--- src/rtl/th22d_cell.sv ---
// Registered NCL threshold-gate lanes: TH12, TH22 (C-element) and TH22D,
// plus completion reductions computed from the next-state lane vector.
module th22d_cell #(
   parameter int unsigned WIDTH = 2
) (
   input  logic             clk,
   input  logic             rst_n,
   input  logic [WIDTH-1:0] a,
   input  logic [WIDTH-1:0] b,
   output logic [WIDTH-1:0] th12_z,
   output logic [WIDTH-1:0] th22_z,
   output logic [WIDTH-1:0] th22d_z,
   output logic             th22_any,
   output logic             th22d_any,
   output logic             th22_all_null
);

   logic [WIDTH-1:0] th12_nxt;
   logic [WIDTH-1:0] th22_nxt;
   logic [WIDTH-1:0] th22d_nxt;
   logic             th22_any_nxt;
   logic             th22d_any_nxt;
   logic             th22_all_null_nxt;

   // Per-lane next state: set on both high, clear on both low, else hold
   always_comb begin
      th12_nxt          = a | b;
      th22_nxt          = (a & b) | (th22_z & (a | b));
      th22d_nxt         = (a & b) | (th22d_z & (a | b));
      th22_any_nxt      = |th22_nxt;
      th22d_any_nxt     = |th22d_nxt;
      th22_all_null_nxt = ~(|th22_nxt);
   end

   // Output registers with synchronous active-low reset (TH22D resets to DATA)
   always_ff @(posedge clk) begin
      if (!rst_n) begin
         th12_z        <= '0;
         th22_z        <= '0;
         th22d_z       <= '1;
         th22_any      <= 1'b0;
         th22d_any     <= 1'b1;
         th22_all_null <= 1'b1;
      end else begin
         th12_z        <= th12_nxt;
         th22_z        <= th22_nxt;
         th22d_z       <= th22d_nxt;
         th22_any      <= th22_any_nxt;
         th22d_any     <= th22d_any_nxt;
         th22_all_null <= th22_all_null_nxt;
      end
   end

endmodule

--- config.mk ---
export PLATFORM = sky130hd
export DESIGN_NAME = th22d_cell
export DESIGN_NICKNAME = d
export VERILOG_FILES = /design/src/rtl/th22d_cell.sv
export SDC_FILE = /design/constraint.sdc
export NUM_CORES = 1
export LEC_CHECK = 0
export BUFFER_PORTS_ARGS = -buffer_cell sky130_fd_sc_hd__buf_2
export CORE_AREA = 10 10 47 49
export CTS_BUF_LIST = sky130_fd_sc_hd__clkbuf_16
export CTS_CLUSTER_SIZE = 12
export DETAILED_ROUTE_END_ITERATION = 16
export DIE_AREA = 0 0 57 59
export GPL_ROUTABILITY_DRIVEN = 0
export SLEW_MARGIN = 20
export SYNTH_ARGS = -nofsm -noshare
export SYNTH_HDL_FRONTEND = slang
export SYNTH_SLANG_ARGS = --single-unit
--- constraint.sdc ---
create_clock -name clk -period 1.01 [get_ports clk]
set_input_delay 0.1515 -clock clk [delete_from_list [all_inputs] [get_ports clk]]
set_output_delay 0.1515 -clock clk [all_outputs]
set_load 0.02 [all_outputs]
# Yosys cells after proc, flatten, opt, wreduce, memory -nomap -nowiden

Cells that the tools add are included.

Bitwise operators: 7
Reductions and logical operators: 2

Operator list:

| cell               | number |
|---|---|
| AND 2 bit          | 3 |
| bitwise OR 2 bit   | 3 |
| OR reduction 2 bit | 2 |
| inverter 1 bit     | 1 |

Register bits: 9
Input port bits: 6
Output and inout bits: 9
Logic and storage cells: 15

# Longest topological paths before layout

Depth in word-level cells: 5
Depth in mapped cells: 2
Mapped depth without buffers: 2

# Least setup slack after synthesis

Ideal clock, no wire load.

Kind: reg-to-reg
From: register th22_z[0]
To: register th22_any
Setup time: 0.115 ns
Arrival: 0.865 ns
Required time: 0.895 ns
Setup slack: 0.031 ns
Cell stages (with the launch flop): 3
Buffers on the path: 0
Clock period less this slack: 0.979 ns
Cell sequence: dfxtp_1 maj3_2 o21a_1

Word-level cells in the longest chain between the ends: 3

Ends and longest elaborated chain:

| element                  | line | text |
|---|---|---|
| start: declaration       | 11   | `output logic [WIDTH-1:0] th22_z,` |
| start signal: assignment | 46   | `th22_z <= th22_nxt;` |
| AND 2 bit                | 28   | `th22_nxt = (a & b) \| (th22_z & (a \| b));` |
| bitwise OR 2 bit         | 28   |  |
| OR reduction 2 bit       | 30   | `th22_any_nxt = \|th22_nxt;` |
| end signal: assignment   | 48   | `th22_any <= th22_any_nxt;` |
| end: declaration         | 13   | `output logic th22_any,` |

No other way between the ends.
A chain may end at the register's enable or synchronous reset.

# Worst setup path in the final report

Same ends and word-level chain as after synthesis.

==> impl_metrics.yaml <==
status:
  outcome: "finished clean"
sta:
  fin_crit_ns: 0.915
  tightest_slew_ns: 0.154
  tns_ns: 0
  report.final.slew_viol_count: 0
  clock_skew_ns: 0.00162
  relSlewSlack: 0.896
  rsz0062_at_grt: "false"
  holdWs_ns: 0.165
  hold_violations: 0
  fmax_mhz: 1090
  period_share: 0.906
  finalSetupViolations: 0
clocking:
  clkSinkCount: 9
  htreeDepth: 1
  cts-root-buf: "clkbuf_16"
  hold_buffers: 0
  clockBufferDepth: 2
  clkLatencyLatePin_ns: 0.23
  cts_resized: 0
  cts.clk_slew.worst_paths_ns: 0.04
  cts_tree: "yes"
  post_cts_buffers: 0
  numCtsBuffers: 3
pwr:
  ir_drop_uv: 899
  power_density_nw_per_um2: 2610
  power_leakage_nw: 0.202
  power_mw: 1.17
critical_path:
  worst_setup_path_end_kind: "flop"
  cp.required_ns: 1.13
  critPathMaxFanout: 3
  arrival_ns: 1.04
  ff2ff_setup_slack_ns: 0.09
  critical_path_class: "reg -> reg"
  worst_setup_path_start_kind: "flop"
grt:
  grt_max_degree: 10
  grt_pass1_wl_um: 979
  antenna_found_initial: 0
  grt_pass1_vias: 245
  grt_overflow_total: 0
  gr-usage-all-layers: 0.0407
detailed_routing:
  post_drt_via_cell_ratio: 4.10
  dr_total_vias: 238
  routedWlPerCell_um: 11.1
  firstDrtPassIters: 3
  drc: 0
  ant_nets: 0
  routed_wl_um: 646
  first_iter_violations: 1
floorplanning:
  die_area_sq_um: 3360
  initial_utilization: 0.199
  die_height_um: 59
  dieWidth_um: 57
  core.rowCount: 14
  ioPinCount: 15
  design.core.area_sq_um: 1400
synthesis:
  yosysSeqAreaShare: 0.646
  ys_ff_latch: 9
  synth_area_sq_um: 279
  yosysWarnings: 0
  synth_nets: 30
  syn_inst: 24
  ys_types: 9
  synth_area_per_cell_sq_um: 11.6
placed_design:
  dp_cells: 54
  port_buffers: 14
finish:
  diodes: 0
  n_fill_cell: 162
  syn2layout_area_growth_pct: 60.5
  nNetsFinal: 49
  layout.cells.non_filler: 58
  layout-drive-gt1-share: 0.452
flow_run:
  drv_cap: 0
worst_hold_path:
  hold_class: "in -> reg"
[Yosys cell counts]
cell,count,area (sq um)
dfxtp_1,9,180
o21a_1,3,22.5
a21oi_1,2,10.0
and2_1,2,12.5
maj3_2,2,22.5
nor2_1,2,7.51
o21ai_0,2,10.0
o21ai_1,1,5.00
o221ai_1,1,8.76
[power by group]
group / total, mW / internal, mW / switching [mW]
Clock: 0.674 / 0.516 / 0.158
Combinational: 0.105 / 0.0408 / 0.0640
Sequential: 0.390 / 0.381 / 0.00839
Total: 1.17 / 0.938 / 0.231
[worst paths after layout]
check	endpoint	start	cells after the start
max	th22_any	th22_z[0]	2
min	th12_z[0]	a[0]	2
max reg2reg	th22_any	th22_z[0]	2
min reg2reg	th22d_z[0]	th22d_z[0]	2
[per-stage QoR]
stage	utilization	instance area (sq um)	setup slack (ns)
after CTS	0.320	448	0.0870
after global placement	0.263	369	0.114
after floorplan	-	279	0.0309
final	0.320	448	0.0946
after global routing	0.320	448	0.0608
after detailed placement	0.263	369	0.0963
[cells in the final DEF (no fill, tap or decap)]
cell type  count
buf_2         14
dfxtp_1        9
o21a_1         3
clkbuf_16      3
maj3_2         2
and2_1         2
a21oi_1        2
nor2_1         2
o21ai_0        2
o221ai_1       1
o21ai_1        1
inv_1          1
[flip-flops by register name, summed over array words and instances, names as in the netlist]
| name | count |
|---|---|
| th22_z | 2 |
| th22d_z | 2 |
| th22d_any | 1 |
| th22_any | 1 |
| th22_all_null | 1 |
| th12_z | 2 |
[final cells by class]
type                            count  area, sq um  share of cell area
Sequential cell                     9          180               0.402
Multi-Input combinational cell     15         98.8               0.221
Clock buffer                        3         75.1               0.168
Timing Repair Buffer               14         70.1               0.156
Tap cell                           16         20.0              0.0447
Clock inverter                      1         3.75             0.00838
[cells by family (layout without fill, tap and decap cells)]
family	Yosys count	in the layout	share of synthesized area
compound gates	9	9	0.202
fa+ha+maj	2	2	0.0807
buf+inv	0	18	0
flops	9	9	0.646
simple gates	4	4	0.0718
[metal layers]
layer,vias up,share of wire,GRT usage
met5,-,0,0
met4,0,0.012,0.0302
met3,2,0.11,0.0429
met2,11,0.43,0.0558
met1,102,0.45,0.0345
li1,123,-,-
[worst max-delay path: stages, from the launching register on]
cell and delay, ns:
dfxtp_1 0.30, maj3_2 0.32, o21a_1 0.18
No activity file was read; power rests on OpenSTA's default activity.
